File: config.mk
export PLATFORM = sky130hd
export DESIGN_NAME = uart_rx_frame_ctrl_flat
export DESIGN_NICKNAME = d
export VERILOG_FILES = /design/src/rtl/uart_rx_frame_ctrl_if.sv /design/src/rtl/uart_rx_frame_ctrl.sv /design/src/flat_wrapper.sv
export SDC_FILE = /design/constraint.sdc
export NUM_CORES = 1
export LEC_CHECK = 0
export BUFFER_PORTS_ARGS = -buffer_cell sky130_fd_sc_hd__buf_2
export CAP_MARGIN = 20
export CORE_MARGIN = 2
export CORE_UTILIZATION = 50
export CTS_CLUSTER_DIAMETER = 200
export DETAILED_ROUTE_END_ITERATION = 6
export HOLD_SLACK_MARGIN = 0.12
export MAX_ROUTING_LAYER = met4
export PLACE_DENSITY = 0.7
export SLEW_MARGIN = 20
export SYNTH_ARGS = -nofsm -noshare
export SYNTH_HDL_FRONTEND = slang
export SYNTH_SLANG_ARGS = --single-unit
File: constraint.sdc
create_clock -name CLK_fsm -period 3.2 [get_ports CLK_fsm]
set_input_delay 0.48 -clock CLK_fsm [delete_from_list [all_inputs] [get_ports CLK_fsm]]
set_output_delay 0.48 -clock CLK_fsm [all_outputs]
set_load 0.02 [all_outputs]
File: src/rtl/uart_rx_frame_ctrl_if.sv
// UART RX frame controller bus: line, configuration and parity-checker
// inputs toward the controller, frame results back to the consumer.
interface uart_rx_frame_ctrl_if #(
    parameter int DATA_LENGTH = 8,
    parameter int PRESCALE_W  = 6
);
    logic                   RX_IN;
    logic [PRESCALE_W-1:0]  PRESCALE;
    logic                   PAR_EN;
    logic                   par_err;
    logic                   sampled_bit;
    logic                   par_chk_en;
    logic [DATA_LENGTH-1:0] P_DATA;
    logic                   data_valid;
    logic                   par_fail;
    logic                   stp_err;
    logic                   strt_err;
    logic                   busy;

    modport master (
        output RX_IN, PRESCALE, PAR_EN, par_err,
        input  sampled_bit, par_chk_en, P_DATA, data_valid,
               par_fail, stp_err, strt_err, busy
    );

    modport slave (
        input  RX_IN, PRESCALE, PAR_EN, par_err,
        output sampled_bit, par_chk_en, P_DATA, data_valid,
               par_fail, stp_err, strt_err, busy
    );
endinterface

File: src/rtl/uart_rx_frame_ctrl.sv
// UART receive frame controller. Oversamples the line at P clocks per bit,
// majority-votes three mid-bit samples, shifts data in LSB first, strobes
// the external parity checker, checks the stop bit and flags each frame.
module uart_rx_frame_ctrl #(
    parameter int DATA_LENGTH = 8,
    parameter int PRESCALE_W  = 6
) (
    input  logic                CLK_fsm,
    input  logic                RST_fsm,
    uart_rx_frame_ctrl_if.slave bus
);
    localparam int BCW = (DATA_LENGTH > 1) ? $clog2(DATA_LENGTH) : 1;
    localparam logic [BCW-1:0] C_LAST_BIT = BCW'(DATA_LENGTH - 1);

    typedef enum logic [2:0] {IDLE, START, DATA, PARITY, STOP} state_t;

    state_t                 r_state;
    logic [PRESCALE_W-1:0]  r_edge_cnt;
    logic [PRESCALE_W-1:0]  r_p;
    logic [BCW-1:0]         r_bit_cnt;
    logic                   r_par_en;
    logic                   r_par_flag;
    logic                   r_cap_a;
    logic                   r_cap_b;
    logic                   r_sampled_bit;
    logic                   r_par_chk_en;
    logic                   r_data_valid;
    logic                   r_par_fail;
    logic                   r_stp_err;
    logic                   r_strt_err;
    logic [DATA_LENGTH-1:0] r_p_data;

    logic [PRESCALE_W-1:0]  w_sel_p;
    logic [PRESCALE_W-1:0]  w_half;
    logic [PRESCALE_W-1:0]  w_h_m1;
    logic [PRESCALE_W-1:0]  w_h_p1;
    logic [PRESCALE_W-1:0]  w_h_p2;
    logic [PRESCALE_W-1:0]  w_h_p3;
    logic                   w_last_edge;
    logic                   w_majority;

    // Unsupported ratios fall back to 8 so a bad setting still yields a usable bit period.
    assign w_sel_p = ((bus.PRESCALE == PRESCALE_W'(16)) || (bus.PRESCALE == PRESCALE_W'(32)))
                     ? bus.PRESCALE : PRESCALE_W'(8);

    assign w_half      = r_p >> 1;
    assign w_h_m1      = w_half - PRESCALE_W'(1);
    assign w_h_p1      = w_half + PRESCALE_W'(1);
    assign w_h_p2      = w_half + PRESCALE_W'(2);
    assign w_h_p3      = w_half + PRESCALE_W'(3);
    assign w_last_edge = (r_edge_cnt == (r_p - PRESCALE_W'(1)));
    assign w_majority  = (r_cap_a & r_cap_b) | (r_cap_a & bus.RX_IN) | (r_cap_b & bus.RX_IN);

    assign bus.sampled_bit = r_sampled_bit;
    assign bus.par_chk_en  = r_par_chk_en;
    assign bus.P_DATA      = r_p_data;
    assign bus.data_valid  = r_data_valid;
    assign bus.par_fail    = r_par_fail;
    assign bus.stp_err     = r_stp_err;
    assign bus.strt_err    = r_strt_err;
    assign bus.busy        = (r_state != IDLE);

    // Capture the line at H-1 and H, then vote with the live H+1 sample.
    always_ff @(posedge CLK_fsm or posedge RST_fsm) begin
        if (RST_fsm) begin
            r_cap_a       <= 1'b0;
            r_cap_b       <= 1'b0;
            r_sampled_bit <= 1'b0;
        end else if (r_state != IDLE) begin
            if (r_edge_cnt == w_h_m1) r_cap_a <= bus.RX_IN;
            if (r_edge_cnt == w_half) r_cap_b <= bus.RX_IN;
            if (r_edge_cnt == w_h_p1) r_sampled_bit <= w_majority;
        end
    end

    // Frame sequencer: bit timing, data assembly, parity strobe and result pulses.
    always_ff @(posedge CLK_fsm or posedge RST_fsm) begin
        if (RST_fsm) begin
            r_state      <= IDLE;
            r_edge_cnt   <= '0;
            r_p          <= '0;
            r_bit_cnt    <= '0;
            r_par_en     <= 1'b0;
            r_par_flag   <= 1'b0;
            r_par_chk_en <= 1'b0;
            r_data_valid <= 1'b0;
            r_par_fail   <= 1'b0;
            r_stp_err    <= 1'b0;
            r_strt_err   <= 1'b0;
            r_p_data     <= '0;
        end else begin
            r_par_chk_en <= 1'b0;
            r_data_valid <= 1'b0;
            r_par_fail   <= 1'b0;
            r_stp_err    <= 1'b0;
            r_strt_err   <= 1'b0;
            case (r_state)
                IDLE: begin
                    r_edge_cnt <= '0;
                    if (!bus.RX_IN) begin
                        r_state  <= START;
                        r_p      <= w_sel_p;
                        r_par_en <= bus.PAR_EN;
                    end
                end
                START: begin
                    if (w_last_edge) begin
                        r_edge_cnt <= '0;
                        if (r_sampled_bit) begin
                            r_strt_err <= 1'b1;
                            r_state    <= IDLE;
                        end else begin
                            r_bit_cnt <= '0;
                            r_state   <= DATA;
                        end
                    end else begin
                        r_edge_cnt <= r_edge_cnt + PRESCALE_W'(1);
                    end
                end
                DATA: begin
                    if (r_edge_cnt == w_h_p2) r_p_data[r_bit_cnt] <= r_sampled_bit;
                    if (w_last_edge) begin
                        r_edge_cnt <= '0;
                        if (r_bit_cnt == C_LAST_BIT) begin
                            r_bit_cnt <= '0;
                            r_state   <= r_par_en ? PARITY : STOP;
                        end else begin
                            r_bit_cnt <= r_bit_cnt + BCW'(1);
                        end
                    end else begin
                        r_edge_cnt <= r_edge_cnt + PRESCALE_W'(1);
                    end
                end
                PARITY: begin
                    if (r_edge_cnt == w_h_p1) r_par_chk_en <= 1'b1;
                    if (r_edge_cnt == w_h_p3) r_par_flag <= r_par_flag | bus.par_err;
                    if (w_last_edge) begin
                        r_edge_cnt <= '0;
                        r_state    <= STOP;
                    end else begin
                        r_edge_cnt <= r_edge_cnt + PRESCALE_W'(1);
                    end
                end
                STOP: begin
                    if (r_edge_cnt == w_h_p2) begin
                        r_stp_err    <= ~r_sampled_bit;
                        r_par_fail   <= r_par_flag;
                        r_data_valid <= r_sampled_bit & ~r_par_flag;
                        r_par_flag   <= 1'b0;
                        r_edge_cnt   <= '0;
                        r_state      <= IDLE;
                    end else begin
                        r_edge_cnt <= r_edge_cnt + PRESCALE_W'(1);
                    end
                end
                default: begin
                    r_edge_cnt <= '0;
                    r_state    <= IDLE;
                end
            endcase
        end
    end
endmodule

File: src/flat_wrapper.sv
// flat-port wrapper written by rule: the top's interface ports become plain ports
module uart_rx_frame_ctrl_flat 
#(
    parameter int DATA_LENGTH = 8,
    parameter int PRESCALE_W  = 6
)
  (CLK_fsm, RST_fsm, bus_RX_IN, bus_PRESCALE, bus_PAR_EN, bus_par_err, bus_sampled_bit, bus_par_chk_en, bus_P_DATA, bus_data_valid, bus_par_fail, bus_stp_err, bus_strt_err, bus_busy);
  uart_rx_frame_ctrl_if #(.DATA_LENGTH(DATA_LENGTH), .PRESCALE_W(PRESCALE_W)) bus_i ();
  input  logic CLK_fsm;
  input  logic RST_fsm;
  input wire logic [$bits(bus_i.RX_IN)-1:0] bus_RX_IN;
  input wire logic [$bits(bus_i.PRESCALE)-1:0] bus_PRESCALE;
  input wire logic [$bits(bus_i.PAR_EN)-1:0] bus_PAR_EN;
  input wire logic [$bits(bus_i.par_err)-1:0] bus_par_err;
  output wire logic [$bits(bus_i.sampled_bit)-1:0] bus_sampled_bit;
  output wire logic [$bits(bus_i.par_chk_en)-1:0] bus_par_chk_en;
  output wire logic [$bits(bus_i.P_DATA)-1:0] bus_P_DATA;
  output wire logic [$bits(bus_i.data_valid)-1:0] bus_data_valid;
  output wire logic [$bits(bus_i.par_fail)-1:0] bus_par_fail;
  output wire logic [$bits(bus_i.stp_err)-1:0] bus_stp_err;
  output wire logic [$bits(bus_i.strt_err)-1:0] bus_strt_err;
  output wire logic [$bits(bus_i.busy)-1:0] bus_busy;
  assign bus_i.RX_IN = bus_RX_IN;
  assign bus_i.PRESCALE = bus_PRESCALE;
  assign bus_i.PAR_EN = bus_PAR_EN;
  assign bus_i.par_err = bus_par_err;
  assign bus_sampled_bit = bus_i.sampled_bit;
  assign bus_par_chk_en = bus_i.par_chk_en;
  assign bus_P_DATA = bus_i.P_DATA;
  assign bus_data_valid = bus_i.data_valid;
  assign bus_par_fail = bus_i.par_fail;
  assign bus_stp_err = bus_i.stp_err;
  assign bus_strt_err = bus_i.strt_err;
  assign bus_busy = bus_i.busy;
  uart_rx_frame_ctrl #(.DATA_LENGTH(DATA_LENGTH), .PRESCALE_W(PRESCALE_W)) u_core (.CLK_fsm(CLK_fsm), .RST_fsm(RST_fsm), .bus(bus_i));
endmodule
### Word level (Yosys, flattened, before mapping)

Cells that the tools add are included.

* multiplexer cells: 35
* $lt $le $gt $ge: 2
* add/sub/neg operators: 7
* reduce and logical (&&, ||, !) cells: 15
* bitwise gates (word level): 10
* equality and inequality tests: 21

Operator list (number)
* $mux W3: 11
* $eq A6 B6 Y1: 5
* $mux W6: 3
* $pmux W3 S5: 1
* $mux W1: 14
* $add A5 B2 Y6 const B: 2
* $ne A2 B1 Y1 const B: 6
* $pmux W6 S2: 1
* $reduce_and A2 Y1: 5
* $bwmux W8: 1
* $add A5 B1 Y6 const B: 1
* $add A6 B1 Y6 const B: 1
* $eq A3 B2 Y1 const B: 2
* $eq A3 B3 Y1 const B: 2
* $eq A6 B5 Y1: 1
* $eq A6 B5 Y1 const B: 1
* $eq A6 B6 Y1 const B: 1
* $pmux W3 S2: 1
* $reduce_and A6 Y1: 1
* $sub A5 B1 Y6 const B: 1
* $sub A6 B1 Y6 const B: 1
* $and A1 B1 Y1: 4
* $lt A3 B4 Y1 const B: 1
* $ne A2 B2 Y1 const B: 2
* 16 further kinds: 21

* input port bits: 11
* word-level logic and storage cells: 105
* register bits: 36

### Depth between registers and ports, before layout

Gate-level depths: netlist of the first run.

* depth in word-level cells: 5
* mapped depth: 8

### Least setup slack after synthesis of the first run

Ideal clock, no wire load.

* path type: reg2reg
* start: reg u_core.r_p[2]
* end: reg u_core.r_bit_cnt[0]
* path slack: 0.953 ns
* data arrival time: 2.126 ns
* data required time: 3.079 ns
* library setup time: 0.121 ns
* stages on the path, launching flop included: 8
* buffers on the path: 0
* path through: dfrtp_1 inv_1 ha_1 a21boi_2 and3_1 o2111ai_1 or4_1 a22o_1

* cells in the longest elaborated chain, start to end: 4
* elaborated cells between the ends (all ways): 5
* classes of those cells: 1 x add/sub; 3 x eq/ne; 1 x reduce/logical

Ends and longest elaborated chain
* start, declared: RTL line uart_rx_frame_ctrl.sv:19 `logic [PRESCALE_W-1:0] r_p;`
* start signal, assigned: RTL line uart_rx_frame_ctrl.sv:102 `r_p <= w_sel_p;`
* $sub A6 B1 Y6 *: RTL line uart_rx_frame_ctrl.sv:51 `assign w_last_edge = (r_edge_cnt == (r_p - PRESCALE_W'(1)));`
* $eq A6 B6 Y1 *: RTL line uart_rx_frame_ctrl.sv:51
* $ne A2 B1 Y1 (no source line)
* $reduce_and A4 Y1 (no source line) *
* end signal, assigned: RTL line uart_rx_frame_ctrl.sv:128 `r_bit_cnt <= r_bit_cnt + BCW'(1);`
* end, declared: RTL line uart_rx_frame_ctrl.sv:20 `logic [BCW-1:0] r_bit_cnt;`

Mark *: on every way between the ends. The rest lies on a longest branch, timed or not.
A chain may end at the register's enable or synchronous reset.

### Worst setup path after layout of the first run

* start: reg u_core.r_p[3]
* end: reg u_core.r_cap_a

* cells in the longest elaborated chain, start to end: 3

Ends and longest elaborated chain
* $sub A5 B1 Y6: RTL line uart_rx_frame_ctrl.sv:47 `assign w_h_m1 = w_half - PRESCALE_W'(1);`
* $eq A6 B6 Y1: RTL line uart_rx_frame_ctrl.sv:70 `if (r_edge_cnt == w_h_m1) r_cap_a <= bus.RX_IN;`
* $reduce_and A2 Y1 (no source line)
* end signal, assigned: RTL line uart_rx_frame_ctrl.sv:70
* end, declared: RTL line uart_rx_frame_ctrl.sv:23 `logic r_cap_a;`

Every way passes these cells.

==> results of run 1 <==
==> cells in the mapped netlist (all sizes together) (3+ instances only) <==
master | n | share of area, %
nand4 | 7 | 1.9
nand3 | 9 | 1.9
nor3 | 14 | 3.0
dfrtp | 36 | 38
buf | 9 | 2.1
nor4 | 3 | 0.80
and3 | 4 | 1.1
a21boi | 3 | 1.1
o31ai | 3 | 0.96
a22o | 3 | 1.1
a21o | 3 | 0.96
nor2 | 15 | 2.4
nand3b | 3 | 0.96
inv | 14 | 2.2
nor4b | 4 | 1.8
mux2 | 11 | 5.4
o21ai | 3 | 0.64
nand2 | 9 | 1.4
clkbuf | 4 | 0.64
a21oi | 10 | 2.1
xor2 | 15 | 5.9
ha | 11 | 5.8
nand2b | 5 | 1.3
xnor2 | 13 | 4.8
==> worst min-delay path by stage <==
stage / to / slack [ns]
after floorplan: u_core.bus.data_valid / 0.45
after global placement: u_core.bus.P_DATA[0] / 0.47
after detailed placement: u_core.bus.P_DATA[6] / 0.48
after CTS: u_core.bus.P_DATA[3] / 0.28
after global routing: u_core.bus.P_DATA[7] / 0.32
final: u_core.bus.P_DATA[3] / 0.27
==> logic make-up (layout without fill, tap and decap cells) <==
family / count (synthesis) / after routing / share of synthesized area [%]
flops: 36 / 36 / 38.3
buf+inv: 27 / 49 / 4.94
mux: 11 / 11 / 5.42
fa+ha+maj: 12 / 12 / 6.27
compound gates: 40 / 40 / 12.6
simple gates: 86 / 86 / 20.8
xor+xnor: 29 / 29 / 11.7
==> registers in the layout, summed over array words and instances, names as in the netlist, 3 cells and up <==
name               cells
u_core.bus.P_DATA      8
u_core.r_edge_cnt      6
u_core.r_p             6
u_core.r_bit_cnt       3
u_core.r_state         3
==> stage by stage <==
step / setup WS (ns) / cell area [sq um] / hold WS [ns]
4_1_cts: 0.555 / 2590 / 0.283
2_1_floorplan: 0.953 / 2350 / 0.449
3_3_place_gp: 0.561 / 2500 / 0.471
3_5_place_dp: 0.584 / 2500 / 0.475
6_report: 0.537 / 2590 / 0.269
5_1_grt: 0.371 / 2590 / 0.319
==> cells in the final DEF, fill, tap and decap left out, drive strengths merged, types with 2 or more instances in the layout <==
cell     count
buf         27
nand4        7
inv         14
dfrtp       36
ha          11
o211ai       2
nand3        9
mux2        11
nand2b       5
nor3        14
clkbuf       7
nor3b        2
nor4b        4
o21ai        3
a211o        2
nor2        15
a21boi       3
a21oi       10
xnor2       13
nand2        9
a22o         3
o32ai        2
and3         4
nand4b       2
or3b         2
and2         2
nand3b       3
a21o         3
xor2        15
o2111ai      2
nor4         3
o31ai        3
==> critical path: cells and delay by family (launching register included) <==
kind                       cells  cell delay, ns
AOI/OAI and AO/OA              2            0.76
buffers and inverters          1            0.16
muxes                          1            0.38
and+or+nand+nor                1            0.17
xor gates and xnor gates       1            0.16
adders and majority gates      1            0.24
DFF                            1            0.67
==> layout make-up <==
class	count	area, sq um	share of cell area (%)
flip-flops and latches	36	901	34.8
inverters	14	52.6	2.03
clock inverters	1	7.51	0.290
well taps	52	65.1	2.51
multi-input cells	178	1340	51.6
repair buffers	27	140	5.41
clock buffers	7	86.3	3.33
==> where the power goes <==
group / switching (W) / internal (W) / leakage, nW
logic: 0.000525 / 0.000437 / 0.680
registers: 0.000218 / 0.000551 / 0.470
clock network: 0.000160 / 0.000175 / 0.0445
==> per-layer routing <==
| layer | routed length (um) | share of wire (%) | global-route usage [%] | vias to the layer above |
|---|---|---|---|---|
| met5 | 0 | 0 | - | - |
| met2 | 2300 | 46 | 32.6 | 51 |
| li1 | - | - | - | 910 |
| met1 | 2420 | 48 | 30.2 | 868 |
| met3 | 192 | 3.8 | 4.14 | 9 |
| met4 | 84 | 1.7 | 7.20 | 0 |
==> impl_metrics.csv, run 1 <==
group,metric,value,unit
finish,final_util,58.3,%
logic_synthesis,synth_warnings,0,
outcome,status,"finished clean",
timing,period_share,83.2,%
clock_tree,clk_latency,0.29,ns
timing,clock.fmax,375,MHz
logic_synthesis,ys_seq_area_share,38.3,%
timing,hold_viol_final,0,
critical_path,path_class,"flop to flop",
detailed_routing,dr.pass1.iters,4,
detailed_routing,routedWlPerCell,15.8,um
detailed_routing,routed_wirelength,4990,um
critical_path,cp_slowest_cell,"dfrtp_1",
timing,grt_setup_unrepaired,"false",
logic_synthesis,ys.flop_type,"dfrtp_1",
detailed_routing,drc_errors,0,
floorplanning,die_area,5270,sq um
placed_design,portBuffers,25,
timing,tightestPinTransition,0.656,ns
timing,setup_tns,0,ns
clock_tree,cts_made_buffers,5,
clock_tree,cts_tree,"done",
critical_path,worstSetupStartpoint,"u_core.r_p[3]",
detailed_routing,vias_per_cell,5.83,
placed_design,dp_cells,307,
placed_design,place.gp.congestion,0.914,
detailed_routing,num_vias,1838,
power,p_leak,1.19,nW
logic_synthesis,syn_avg_cell_area,9.77,sq um
worst_hold_path,hold_path_class,"input port to asynchronous set/reset pin",
floorplanning,die_y,72.6,um
critical_path,crit_required,3.37,ns
floorplanning,rows,24,
clock_tree,cts_buffer_depth,2,
timing,slew_viol_final,0,
finish,area_growth,9.99,%
logic_synthesis,synth-edff-count,0,
logic_synthesis,synthCells,241,
timing,finalSetupViolCount,0,
floorplanning,core,4440,sq um
job,cap_violations,0,
grt,grt_pass1_vias,1773,
logic_synthesis,ys_types,55,
critical_path,path_cells,"inv_1, ha_1, a21boi_0, nand3_1, xnor2_1, a2111oi_0, mux2_2",
detailed_routing,drt_iter0_drc,149,
critical_path,cp_max_fo,14,
finish,antenna_cells,0,
grt,antenna_found_initial,0,
logic_synthesis,synth_seq_cells,36,
critical_path,regToRegEndpoint,"u_core.r_cap_a",
clock_tree,cts.sinks,36,
finish,nFillCells,397,
placed_design,place_hpwl,3790,um
logic_synthesis,async_flop_share,100,%
detailed_routing,ant_nets,0,
clock_tree,hold_buffers,0,
power,fin_total_pwr,0.00207,W
critical_path,r2r_cells,7,
clock_tree,cts_root_buf,"clkbuf_8",
critical_path,critical_path.endpoint_type,"flop",
finish,layout-drive-gt1-share,18.6,%
floorplanning,die_w,72.6,um
grt,grt_start_max_net_pins,21,
floorplanning,start_util,53.0,%
power,vdd_drop_max,0.000594,V
critical_path,cp.arrival,2.84,ns
grt,track_usage,21.9,%
clock_tree,clkSlewWorstSetupHoldPaths,0.07,ns
critical_path,critPathLaunchType,"flop",
logic_synthesis,synth_nets,263,
grt,grt-ovfl-total,0,
clock_tree,post_cts_resized,0,
floorplanning,ios,26,
clock_tree,htreeDepth,2,
timing,period_minus_slack,2.66,ns
clock_tree,post-cts-setup-buffer-count,0,
grt,grt_pass1_wl,8600,um
finish,nets,284,
timing,slew_headroom,56.2,%
timing,skew,0.00769,ns
finish,final_cells,315,
critical_path,crit_path_end,"u_core.r_cap_a",
critical_path,r2r_slack,0.54,ns
critical_path,max_stage_delay,0.67,ns
power,power_density,797,nW/um^2
logic_synthesis,synth_area,2350,sq um
critical_path,regToRegStartpoint,"u_core.r_p[3]",
Note: power is estimated with default switching activity, not from simulation.
==> inputs of run 2 (changes only) <==
Settings changed: ABC_AREA set to 1, PLACE_DENSITY 0.7 to 0.72.
Clock period 3.2 ns to 2.25 ns, I/O delays scaled along.
==> impl_metrics.csv, run 2 <==
group,metric,value,unit
timing,hold_viol_final,0,
critical_path,r2r_cells,9,
finish,layout-drive-gt1-share,13.1,%
logic_synthesis,synth.area.mux_share,0,%
logic_synthesis,async_flop_share,100,%
detailed_routing,vias_per_cell,5.15,
timing,slew_viol_final,0,
finish,antenna_cells,0,
critical_path,regToRegStartpoint,"u_core.r_p[2]",
job,cap_violations,0,
timing,finalSetupViolCount,0,
critical_path,critPathTopFamily,"simple AND/OR/NAND/NOR gates",
timing,tightestPinTransition,0.523,ns
timing,skew,0.00792,ns
clock_tree,clkSlewWorstSetupHoldPaths,0.07,ns
logic_synthesis,synth_top_family_by_area,"simple AND/OR/NAND/NOR gates",
detailed_routing,top_layer,"met4",
finish,nets,395,
logic_synthesis,ys.flop_type,"dfrtp_1",
logic_synthesis,synthTopCellsByArea,"dfrtp_1, nand2_1, inv_1",
critical_path,max_stage_delay,0.47,ns
grt,track_usage,23.1,%
logic_synthesis,synth_warnings,0,
power,power_density,801,nW/um^2
logic_synthesis,yosysTopAreaCellShare,36.8,%
clock_tree,cts_root_buf,"clkbuf_8",
power,p_sw_share,39.7,%
grt,grt_pass1_vias,2048,
timing,period_share,89.1,%
logic_synthesis,synth-edff-count,0,
floorplanning,core,4720,sq um
floorplanning,rows,25,
logic_synthesis,synthCells,346,
power,combinationalPowerShare,34.7,%
finish,layout_commonest_cell,"nand2_1",
grt,grt-ovfl-total,0,
floorplanning,die_y,74.0,um
floorplanning,die_area,5480,sq um
floorplanning,ios,26,
detailed_routing,ant_nets,0,
finish,final_cell_mix,"nand2_1, inv_1, dfrtp_1",
critical_path,crit_required,2.42,ns
timing,period_minus_slack,2.00,ns
timing,clock.fmax,499,MHz
power,p_int,0.00133,W
placed_design,place.gp.congestion,1.01,
critical_path,path_class,"flop to flop",
logic_synthesis,synth-compound-area-share,5.62,%
placed_design,place_hpwl,4200,um
timing,slew_headroom,65.0,%
logic_synthesis,synthTopCellsByCount,"nand2_1, inv_1, dfrtp_1",
grt,antenna_found_initial,0,
detailed_routing,drt-met1-wl,2780,um
logic_synthesis,ys_types,31,
logic_synthesis,synthAdderAreaFrac,6.02,%
critical_path,cp_max_fo,7,
power,clockPowerShare,25.9,%
clock_tree,cts_tree,"done",
detailed_routing,drc_errors,0,
critical_path,worstSetupStartpoint,"u_core.r_p[2]",
grt,grt_pass1_wl,9340,um
floorplanning,die_w,74.0,um
logic_synthesis,synth_nets,368,
detailed_routing,num_vias,2270,
grt,grt_start_max_net_pins,37,
critical_path,regToRegEndpoint,"u_core.r_bit_cnt[2]",
critical_path,r2r_slack,0.25,ns
clock_tree,clk_latency,0.29,ns
detailed_routing,routedWlPerCell,12.7,um
critical_path,crit_path_end,"u_core.r_bit_cnt[2]",
logic_synthesis,synth_most_common_cell,"nand2_1",
critical_path,cp_common_cell,"nand3_1",
critical_path,cp_slowest_cell,"dfrtp_1",
finish,final_util,58.1,%
logic_synthesis,synth_area,2450,sq um
critical_path,path_cells,"inv_2, ha_1, inv_1, nor3_2, nand3_1, nand2_1, nand3_1, a21oi_1, o21ai_0",
power,p_leak,1.52,nW
detailed_routing,routed_wirelength,5600,um
logic_synthesis,synthSimpleGateAreaFrac,35.9,%
power,vdd_drop_max,0.000457,V
detailed_routing,drt_iter0_drc,138,
clock_tree,hold_buffers,0,
finish,area_growth,12.0,%
timing,setup_tns,0,ns
timing,grt_setup_unrepaired,"false",
critical_path,cp_num_buf_inv,2,
outcome,status,"finished clean",
logic_synthesis,synth-xor-area-share,6.43,%
logic_synthesis,synth_seq_cells,36,
clock_tree,cts.sinks,36,
power,power_frac_seq,39.4,%
clock_tree,htreeDepth,2,
placed_design,portBuffers,25,
clock_tree,cts_buffer_depth,2,
detailed_routing,dr.pass1.iters,4,
floorplanning,start_util,51.9,%
clock_tree,cts_made_buffers,5,
critical_path,cp.arrival,2.18,ns
critical_path,critPathLaunchType,"flop",
logic_synthesis,ys_seq_area_share,36.8,%
detailed_routing,wl_met2,2350,um
logic_synthesis,yosys.area.top_type,"dfrtp_1",
finish,largest_reg_flops,8,
worst_hold_path,hold_path_class,"input port to asynchronous set/reset pin",
critical_path,critical_path.endpoint_type,"flop",
critical_path,worstSetupPathDepth,9,
power,switchingPower,0.000872,W
detailed_routing,met3_length,321,um
logic_synthesis,syn_avg_cell_area,7.08,sq um
[run 2: layout make-up]
cell class / count / area [sq um]
Fill cell: 434 / 1980
Sequential cell: 36 / 901
Tap cell: 67 / 83.8
Clock inverter: 2 / 35.0
Multi-Input combinational cell: 256 / 1330
Inverter: 45 / 169
Clock buffer: 6 / 72.6
Timing Repair Buffer: 29 / 155
[run 2: worst min path at each step]
stage,to,cells past startpoint,from
2_1_floorplan,u_core.bus.strt_err,1,u_core.r_state[1]
3_3_place_gp,u_core.bus.P_DATA[0],2,u_core.bus.P_DATA[0]
3_5_place_dp,u_core.bus.P_DATA[0],2,u_core.bus.P_DATA[0]
4_1_cts,u_core.bus.P_DATA[1],3,RST_fsm
5_1_grt,u_core.bus.P_DATA[6],3,RST_fsm
6_report,u_core.bus.P_DATA[6],3,RST_fsm
[run 2: routing by layer]
metal / global-route usage, % / vias to the layer above
li1: - / 1152
met1: 33.0 / 1045
met2: 32.2 / 59
met3: 4.47 / 14
met4: 9.09 / 0
met5: - / -
[run 2: cell families after synthesis]
family / count (synthesis)
simple gates: 201
buf+inv: 54
flops: 36
compound gates: 25
xor+xnor: 18
fa+ha+maj: 12
[run 2: power groups by stage]
stage	clock network, W	logic (W)	registers [W]
2_1_floorplan	0	0.000575	0.000830
4_1_cts	0.000577	0.000750	0.000863
6_report	0.000569	0.000763	0.000866
3_3_place_gp	0	0.000729	0.000872
3_5_place_dp	0	0.000744	0.000875
5_1_grt	0.000604	0.000864	0.000883
[run 2: what timing repair did]
action / 4_1_cts / 5_1_grt
resized for setup: 0 / 2
setup buffers: 0 / 0
setup endpoints to repair: 0 / 7
[run 2: metrics by stage]
stage | power [W] | hold slack [ns] | instance area (sq um) | setup WS, ns | std cells
6_report | 0.00220 | 0.136 | 2750 | 0.245 | 441
5_1_grt | 0.00235 | 0.173 | 2750 | 0.0364 | 441
4_1_cts | 0.00219 | 0.153 | 2740 | 0.146 | 441
3_5_place_dp | 0.00162 | 0.453 | 2630 | 0.165 | 433
3_3_place_gp | 0.00160 | 0.452 | 2630 | 0.255 | 433
2_1_floorplan | 0.00141 | 0.453 | 2450 | 0.392 | 346
[run 2: tightest hold or removal path, cell delays in order]
cell,delay (ns)
buf_2,0.10
inv_1,0.04
buf_4,0.39
